### config.mk
export PLATFORM = sky130hd
export DESIGN_NAME = oled_frame_streamer_flat
export DESIGN_NICKNAME = d
export VERILOG_FILES = /design/src/rtl/oled_frame_streamer_pkg.sv /design/src/rtl/oled_frame_streamer_if.sv /design/src/rtl/oled_frame_streamer_cursor.sv /design/src/rtl/oled_frame_streamer.sv /design/src/flat_wrapper.sv
export SDC_FILE = /design/constraint.sdc
export NUM_CORES = 1
export LEC_CHECK = 0
export ABC_CLOCK_PERIOD_IN_PS = 2850
export CORE_ASPECT_RATIO = 0.75
export CORE_UTILIZATION = 54
export CTS_CLUSTER_SIZE = 16
export DETAILED_ROUTE_END_ITERATION = 16
export GPL_TIMING_DRIVEN = 0
export PLACE_DENSITY = 0.79
export REMOVE_ABC_BUFFERS = 1
export SLEW_MARGIN = 30
export SYNTH_ARGS = -nofsm -noshare
export SYNTH_HDL_FRONTEND = slang
export SYNTH_HIERARCHICAL = 1
export SYNTH_SLANG_ARGS = --single-unit
### constraint.sdc
create_clock -name clk -period 2.85 [get_ports clk]
set_input_delay 0.7125 -clock clk [delete_from_list [all_inputs] [get_ports clk]]
set_output_delay 0.7125 -clock clk [all_outputs]
set_load 0.02 [all_outputs]
### src/rtl/oled_frame_streamer_pkg.sv
// Shared types and command constants for the OLED frame streamer.
package oled_pkg;

  typedef enum logic [3:0] {
    IDLE, CMD, CMD_WAIT, RD, RD_LAT, DAT, DAT_WAIT, NEXT, DONE
  } oled_state_e;

  localparam logic [7:0] CMD_PAGE_BASE = 8'hB0;
  localparam logic [7:0] CMD_COL_LO    = 8'h00;
  localparam logic [7:0] CMD_COL_HI    = 8'h10;
  localparam int         CMDS_PER_PAGE = 3;

  // Page-addressing command preamble: page select, then low and high column nibble.
  function automatic logic [7:0] page_cmd(input logic [1:0] idx,
                                          input logic [3:0] page,
                                          input logic [7:0] col_start);
    case (idx)
      2'd0:    return CMD_PAGE_BASE | {4'd0, page};
      2'd1:    return CMD_COL_LO | {4'd0, col_start[3:0]};
      default: return CMD_COL_HI | {4'd0, col_start[7:4]};
    endcase
  endfunction

endpackage

### src/rtl/oled_frame_streamer_if.sv
// Frame-buffer read port plus SPI byte-writer handshake seen by the streamer.
interface oled_frame_streamer_if #(
  parameter int ADDR_W = 10
);
  logic              rden;
  logic [ADDR_W-1:0] rdaddress;
  logic [7:0]        ram_data;
  logic              ena_write;
  logic [7:0]        data;
  logic              oled_dc;
  logic              write_done;

  modport master (
    output rden, rdaddress, ena_write, data, oled_dc,
    input  ram_data, write_done
  );

  modport slave (
    input  rden, rdaddress, ena_write, data, oled_dc,
    output ram_data, write_done
  );
endinterface

### src/rtl/oled_frame_streamer_cursor.sv
// Page/column cursor for the streamer: wrap logic and linear RAM address.
module oled_stream_cursor #(
  parameter int COLS   = 128,
  parameter int PAGES  = 8,
  parameter int ADDR_W = 10
) (
  input  logic              clk,
  input  logic              rst_n,
  input  logic              load_i,
  input  logic              adv_i,
  input  logic [3:0]        page_start_i,
  input  logic [3:0]        page_end_i,
  input  logic [7:0]        col_start_i,
  input  logic [7:0]        col_end_i,
  output logic [3:0]        page_o,
  output logic              last_col_o,
  output logic              last_o,
  output logic [ADDR_W-1:0] addr_o,
  output logic [ADDR_W-1:0] addr_next_o
);

  localparam int COL_W = $clog2(COLS);

  logic [3:0] page_q, page_d, nxt_page;
  logic [7:0] col_q, col_d, nxt_col;

  // COLS is a power of two, so page*COLS+col is a shift-and-or.
  function automatic logic [ADDR_W-1:0] lin_addr(input logic [3:0] pg, input logic [7:0] cl);
    logic [31:0] a;
    a = (32'(pg) << COL_W) | 32'(cl);
    return a[ADDR_W-1:0];
  endfunction

  assign last_col_o = (col_q == col_end_i);
  assign last_o     = last_col_o && (page_q == page_end_i);

  always_comb begin
    nxt_page = page_q;
    nxt_col  = col_q + 8'd1;
    if (last_col_o) begin
      nxt_col  = col_start_i;
      nxt_page = page_q + 4'd1;
    end
  end

  always_comb begin
    page_d = page_q;
    col_d  = col_q;
    if (load_i) begin
      page_d = page_start_i;
      col_d  = col_start_i;
    end else if (adv_i) begin
      page_d = nxt_page;
      col_d  = nxt_col;
    end
  end

  always_ff @(posedge clk) begin
    if (!rst_n) begin
      page_q <= 4'd0;
      col_q  <= 8'd0;
    end else begin
      page_q <= page_d;
      col_q  <= col_d;
    end
  end

  assign page_o      = page_q;
  assign addr_o      = lin_addr(page_q, col_q);
  assign addr_next_o = lin_addr(nxt_page, nxt_col);

endmodule

### src/rtl/oled_frame_streamer.sv
// Streams an OLED frame buffer to an SPI byte writer, page by page.
// Define OLED_STREAM_WIN_EN to add a latched page/column refresh window.
module oled_frame_streamer
  import oled_pkg::*;
#(
  parameter int COLS   = 128,
  parameter int PAGES  = 8,
  parameter int ADDR_W = 10
) (
  input  logic clk,
  input  logic rst_n,
  input  logic init_done,
  input  logic start,
  input  logic cont_mode,
`ifdef OLED_STREAM_WIN_EN
  input  logic [3:0] win_page_start,
  input  logic [3:0] win_page_end,
  input  logic [7:0] win_col_start,
  input  logic [7:0] win_col_end,
`endif
  output logic busy,
  output logic frame_done,
  oled_frame_streamer_if.master bus
);

  oled_state_e       state_q;
  logic [1:0]        cmd_idx_q;
  logic              busy_q, frame_done_q, ena_write_q, dc_q, rden_q;
  logic [7:0]        data_q;
  logic [ADDR_W-1:0] rdaddr_q;

  logic [3:0]        ps_sel, pe_sel, cur_page;
  logic [7:0]        cs_sel, ce_sel;
  logic              win_ok, accept, restart, load, adv, last_col, last;
  logic [ADDR_W-1:0] cur_addr, next_addr;

  assign accept  = (state_q == IDLE) && start && init_done;
  assign restart = cont_mode && init_done;
  assign load    = accept || ((state_q == DONE) && restart);
  assign adv     = (state_q == NEXT);

`ifdef OLED_STREAM_WIN_EN
  logic [3:0] win_ps_q, win_pe_q;
  logic [7:0] win_cs_q, win_ce_q;

  function automatic logic win_valid(input logic [3:0] ps, input logic [3:0] pe,
                                     input logic [7:0] cs, input logic [7:0] ce);
    return (ps <= pe) && (cs <= ce) &&
           ({28'd0, pe} < 32'(PAGES)) && ({24'd0, ce} < 32'(COLS));
  endfunction

  // While idle the cursor loads straight from the inputs being latched this cycle.
  assign ps_sel = (state_q == IDLE) ? win_page_start : win_ps_q;
  assign pe_sel = (state_q == IDLE) ? win_page_end   : win_pe_q;
  assign cs_sel = (state_q == IDLE) ? win_col_start  : win_cs_q;
  assign ce_sel = (state_q == IDLE) ? win_col_end    : win_ce_q;
  assign win_ok = win_valid(win_page_start, win_page_end, win_col_start, win_col_end);

  always_ff @(posedge clk) begin
    if (!rst_n) begin
      win_ps_q <= 4'd0;
      win_pe_q <= 4'd0;
      win_cs_q <= 8'd0;
      win_ce_q <= 8'd0;
    end else if (accept) begin
      win_ps_q <= win_page_start;
      win_pe_q <= win_page_end;
      win_cs_q <= win_col_start;
      win_ce_q <= win_col_end;
    end
  end
`else
  assign ps_sel = 4'd0;
  assign pe_sel = 4'(PAGES - 1);
  assign cs_sel = 8'd0;
  assign ce_sel = 8'(COLS - 1);
  assign win_ok = 1'b1;
`endif

  oled_stream_cursor #(.COLS(COLS), .PAGES(PAGES), .ADDR_W(ADDR_W)) u_cursor (
    .clk         (clk),
    .rst_n       (rst_n),
    .load_i      (load),
    .adv_i       (adv),
    .page_start_i(ps_sel),
    .page_end_i  (pe_sel),
    .col_start_i (cs_sel),
    .col_end_i   (ce_sel),
    .page_o      (cur_page),
    .last_col_o  (last_col),
    .last_o      (last),
    .addr_o      (cur_addr),
    .addr_next_o (next_addr)
  );

  // rden is raised on entry to RD so the RAM samples it during RD and data is valid in RD_LAT.
  always_ff @(posedge clk) begin
    if (!rst_n) begin
      state_q      <= IDLE;
      cmd_idx_q    <= 2'd0;
      busy_q       <= 1'b0;
      frame_done_q <= 1'b0;
      ena_write_q  <= 1'b0;
      dc_q         <= 1'b0;
      data_q       <= 8'd0;
      rden_q       <= 1'b0;
      rdaddr_q     <= '0;
    end else begin
      frame_done_q <= 1'b0;
      case (state_q)
        IDLE: begin
          if (accept) begin
            busy_q    <= 1'b1;
            cmd_idx_q <= 2'd0;
            state_q   <= win_ok ? CMD : DONE;
          end
        end
        CMD: begin
          data_q      <= page_cmd(cmd_idx_q, cur_page, cs_sel);
          dc_q        <= 1'b0;
          ena_write_q <= 1'b1;
          state_q     <= CMD_WAIT;
        end
        CMD_WAIT: begin
          ena_write_q <= 1'b0;
          if (bus.write_done) begin
            if (cmd_idx_q == 2'(CMDS_PER_PAGE - 1)) begin
              rden_q   <= 1'b1;
              rdaddr_q <= cur_addr;
              state_q  <= RD;
            end else begin
              cmd_idx_q <= cmd_idx_q + 2'd1;
              state_q   <= CMD;
            end
          end
        end
        RD: begin
          rden_q  <= 1'b0;
          state_q <= RD_LAT;
        end
        RD_LAT: begin
          data_q  <= bus.ram_data;
          dc_q    <= 1'b1;
          state_q <= DAT;
        end
        DAT: begin
          ena_write_q <= 1'b1;
          state_q     <= DAT_WAIT;
        end
        DAT_WAIT: begin
          ena_write_q <= 1'b0;
          if (bus.write_done) state_q <= NEXT;
        end
        NEXT: begin
          if (last) begin
            state_q <= DONE;
          end else if (last_col) begin
            cmd_idx_q <= 2'd0;
            state_q   <= CMD;
          end else begin
            rden_q   <= 1'b1;
            rdaddr_q <= next_addr;
            state_q  <= RD;
          end
        end
        DONE: begin
          frame_done_q <= 1'b1;
          if (restart) begin
            cmd_idx_q <= 2'd0;
            state_q   <= CMD;
          end else begin
            busy_q  <= 1'b0;
            state_q <= IDLE;
          end
        end
        default: state_q <= IDLE;
      endcase
    end
  end

  assign busy          = busy_q;
  assign frame_done    = frame_done_q;
  assign bus.rden      = rden_q;
  assign bus.rdaddress = rdaddr_q;
  assign bus.ena_write = ena_write_q;
  assign bus.data      = data_q;
  assign bus.oled_dc   = dc_q;

endmodule

### src/flat_wrapper.sv
// flat-port wrapper written by rule: the top's interface ports become plain ports
module oled_frame_streamer_flat import oled_pkg::*;
#(
  parameter int COLS   = 128,
  parameter int PAGES  = 8,
  parameter int ADDR_W = 10
)
  (clk, rst_n, init_done, start, cont_mode, busy, frame_done, bus_rden, bus_rdaddress, bus_ena_write, bus_data, bus_oled_dc, bus_ram_data, bus_write_done);
  oled_frame_streamer_if #(.ADDR_W(ADDR_W)) bus_i ();
  input  logic clk;
  input  logic rst_n;
  input  logic init_done;
  input  logic start;
  input  logic cont_mode;
  output logic busy;
  output logic frame_done;
  output wire logic [$bits(bus_i.rden)-1:0] bus_rden;
  output wire logic [$bits(bus_i.rdaddress)-1:0] bus_rdaddress;
  output wire logic [$bits(bus_i.ena_write)-1:0] bus_ena_write;
  output wire logic [$bits(bus_i.data)-1:0] bus_data;
  output wire logic [$bits(bus_i.oled_dc)-1:0] bus_oled_dc;
  input wire logic [$bits(bus_i.ram_data)-1:0] bus_ram_data;
  input wire logic [$bits(bus_i.write_done)-1:0] bus_write_done;
  assign bus_rden = bus_i.rden;
  assign bus_rdaddress = bus_i.rdaddress;
  assign bus_ena_write = bus_i.ena_write;
  assign bus_data = bus_i.data;
  assign bus_oled_dc = bus_i.oled_dc;
  assign bus_i.ram_data = bus_ram_data;
  assign bus_i.write_done = bus_write_done;
  oled_frame_streamer #(.COLS(COLS), .PAGES(PAGES), .ADDR_W(ADDR_W)) u_core (.clk(clk), .rst_n(rst_n), .init_done(init_done), .start(start), .cont_mode(cont_mode), .busy(busy), .frame_done(frame_done), .bus(bus_i));
endmodule
==> reports/qor.txt <==
1st-pass router iterations -> 5
Synth unique cells -> 52
P_sw -> 0.576 mW
Worst Hold Launch -> u_core/bus.oled_dc
Max VDD drop -> 0.347 mV
Fraction of the mapped netlist area in adder cells -> 2.94%
GR Layer Usage met3 -> 5.63%
Synth Register Bits -> 41
Vias -> 2319
Cells after Synth -> 310
Syn avg cell area -> 8.23 um^2
Total CTS buffers -> 5
Antenna Nets Post-Route -> 0
Clock power frac -> 23.6%
Multiplexer share of the synthesized area -> 5.35%
Dpl hpwl -> 4110 um
Post-synth ARST share -> 0%
# DRC -> 0
CP Launch Type -> input pin
Worst setup path start -> init_done
Fillers -> 394
Vias in the first global route -> 2099
Crit share post-route -> 93.5%
Final Util -> 68.1%
Initial antenna violation count -> 0
Die ar. -> 0.00501 mm^2
Final hold vios -> 0
Post-Synth Simple-Gate Area -> 18.8%
Sequential area share after synthesis -> 32.2%
Hold Crit Depth -> 2
Final clock skew -> 0.00430 ns
Worst rel slew slack -> 37.7%
Area Overhead vs Synth -> 20.0%
Die width -> 81.4 um
Fmax -> 375 MHz
CTS Hold Bufs -> 0
Max Cap Viol -> 0
Layout cell share with drive strength beyond 1 -> 8.94%
Sw Share -> 34.5%
Met2 Resource Use GR -> 41.7%
IO buf count -> 36
Worst-Margin Slew -> 0.932 ns
Largest family of logic cells by synthesized area -> compound AO/OA/AOI/OAI gates
Sink Count -> 41
Worst skew pair latency -> 0.29 ns
Post-DP Area -> 0.00293 mm^2
Worst EP arrival -> 2.85 ns
Ports -> 37
Core footprint -> 0.00449 mm^2
# setup viols final -> 0
Grt peak-use layer -> met2
H-Tree Depth -> 2
Yosys Warn Count -> 6
Drt initial violations -> 129
Met1 GRT Util -> 35.8%
Num rows -> 21
Clock Pin Slew Worst Setup and Hold Paths -> 0.08 ns
Starting density of the core -> 56.8%
Wire per inst -> 14.8 um
Crit. End Element -> flip-flop
Largest net degree at the start of global routing -> 25
GP Congestion -> 0.808
Worst Hold End -> u_core/bus.oled_dc
Most frequently used flop master after synthesis -> dfxtp_1
Combinational share of power -> 32.9%
Via density -> 5.59
Share of power burned in registers -> 43.4%
Compound-Gate Fraction of Synth Area -> 22.9%
Mapped Area -> 0.00255 mm^2
GRT Util Overall -> 26.4%
N_diodes -> 0
Worst-path fanout max -> 14
Area occupied by multi-input gates -> 0.00163 mm^2
Register area -> 821 um^2
Post-Synth XOR/XNOR Area -> 7.55%
CTS tree -> done
Static Leak -> 1.25 nW
FF-to-FF Start -> u_core/u_cursor/col_q[6]
EDFF count, synth -> 0
Hold Path Class -> reg -> reg
CTS Buffer Depth -> 2
Reg2reg end -> u_core/bus.rdaddress[2]
Clock Tree Root -> clkbuf_8
Crit Path Class -> in -> reg
PwrDens -> 546 mW/mm^2
Die Y-Extent -> 61.5 um
First-pass GRT wire length -> 9820 um
Worst EP required -> 3.03 ns
Outcome -> finished clean
Fin area -> 0.00306 mm^2
Grt total ovfl -> 0
Int Power -> 1.10 mW
Tmin final -> 2.66 ns
FF-to-FF setup slack -> 0.21 ns
Max-slew violations -> 0
R2R cell count -> 8
Final WL -> 6140 um
RSZ-0062 raised after global routing -> no
Most frequent cells in the layout -> nand2_1 (41), dfxtp_1 (41), clkdlybuf4s50_1 (36)
Final Net Count -> 378
worst max-delay path: stages:
cell	delay, ns
clkdlybuf4s50_1	0.51
nand2_1	0.17
o22ai_4	0.44
inv_1	0.30
nand3_1	0.20
inv_1	0.21
a22o_1	0.29
power groups by stage:
stage	clock (mW)	sequential, mW	combinational (mW)
floorplan	0	0.790	0.276
global placement	0	0.736	0.519
detailed placement	0	0.739	0.533
CTS	0.402	0.726	0.541
global route	0.428	0.742	0.603
finish	0.395	0.726	0.550
synth_stat cells, drive strengths merged (2+ instances only):
| library cell | count | area share [%] |
|---|---|---|
| nand2 | 42 | 6.3 |
| dfxtp | 41 | 32 |
| a21oi | 24 | 4.7 |
| buf | 20 | 6.0 |
| inv | 19 | 2.8 |
| nand3 | 17 | 3.3 |
| o21ai | 15 | 2.9 |
| nor2 | 12 | 1.8 |
| xor2 | 12 | 4.1 |
| a311oi | 11 | 4.0 |
| xnor2 | 10 | 3.4 |
| and3 | 8 | 2.0 |
| clkbuf | 8 | 1.2 |
| mux2 | 7 | 3.4 |
| ha | 6 | 2.9 |
| mux2i | 5 | 2.0 |
| o211a | 5 | 2.0 |
| o211ai | 5 | 1.5 |
| a22o | 4 | 1.4 |
| a32oi | 3 | 1.0 |
| nor3 | 3 | 0.78 |
| o22ai | 3 | 0.74 |
| o2bb2ai | 3 | 1.0 |
| or2 | 3 | 0.74 |
| conb | 2 | 0.29 |
| nand2b | 2 | 0.49 |
| nor4 | 2 | 0.98 |
| o21a | 2 | 0.59 |
| o32ai | 2 | 0.69 |
layer usage:
metal / vias to the layer above / routed length [um] / share of wire (%)
met5: - / 0 / 0
met4: 0 / 41 / 0.67
met3: 5 / 348 / 5.7
met2: 56 / 2840 / 46
met1: 1101 / 2910 / 47
li1: 1157 / - / -
cells by family (layout without fill, tap and decap cells):
kind of cell	Yosys count	after routing
other	2	33
adders and majority gates	6	6
xor gates and xnor gates	22	22
AOI/OAI and AO/OA	84	84
and+or+nand+nor	96	96
muxes	12	12
buffers and inverters	47	64
DFF	41	41
flip-flops by register name, summed over array words and instances (netlist names), 2 cells and up:
name                    cells
u_core/bus.rdaddress       10
u_core/u_cursor/page_o      4
u_core/cmd_idx_q            2
u_core/u_cursor/col_q       8
u_core/state_q              4
u_core/bus.data             8
worst max path at each step:
stage	slack [ns]	end	cells past startpoint
after floorplan	0.57	u_core/bus.rden	8
final	0.19	u_core/u_cursor/col_q[3]	7
after detailed placement	-0.38	u_core/bus.rdaddress[2]	5
after global routing	0.03	u_core/bus.rdaddress[2]	8
after global placement	-0.57	u_core/u_cursor/col_q[3]	7
after CTS	0.06	u_core/u_cursor/col_q[3]	7
what timing repair did:
action / 4_1_cts / 5_1_grt
buffers inserted: 2 / 0
pin swaps: 1 / 0
resized for setup: 3 / 3
setup endpoints to repair: 14 / 15
cloned: 0 / 0
through the flow:
stage               TNS (ns)  cells  setup slack (ns)  power (mW)  hold WS, ns
floorplan                  0    313             0.568        1.07        0.455
global placement       -8.59    406            -0.570        1.25        0.446
detailed placement     -5.32    406            -0.380        1.27        0.462
CTS                        0    415            0.0593        1.67        0.476
global route               0    415            0.0339        1.77        0.485
finish                     0    415             0.185        1.67        0.469
final cells by class:
| class | instances | area share, % |
|---|---|---|
| inverters | 19 | 2.45 |
| well taps | 57 | 2.33 |
| flip-flops and latches | 41 | 26.8 |
| multi-input cells | 253 | 53.3 |
| clock buffers | 7 | 2.82 |
| repair buffers | 38 | 12.3 |
(Power assumes the default switching activity.)
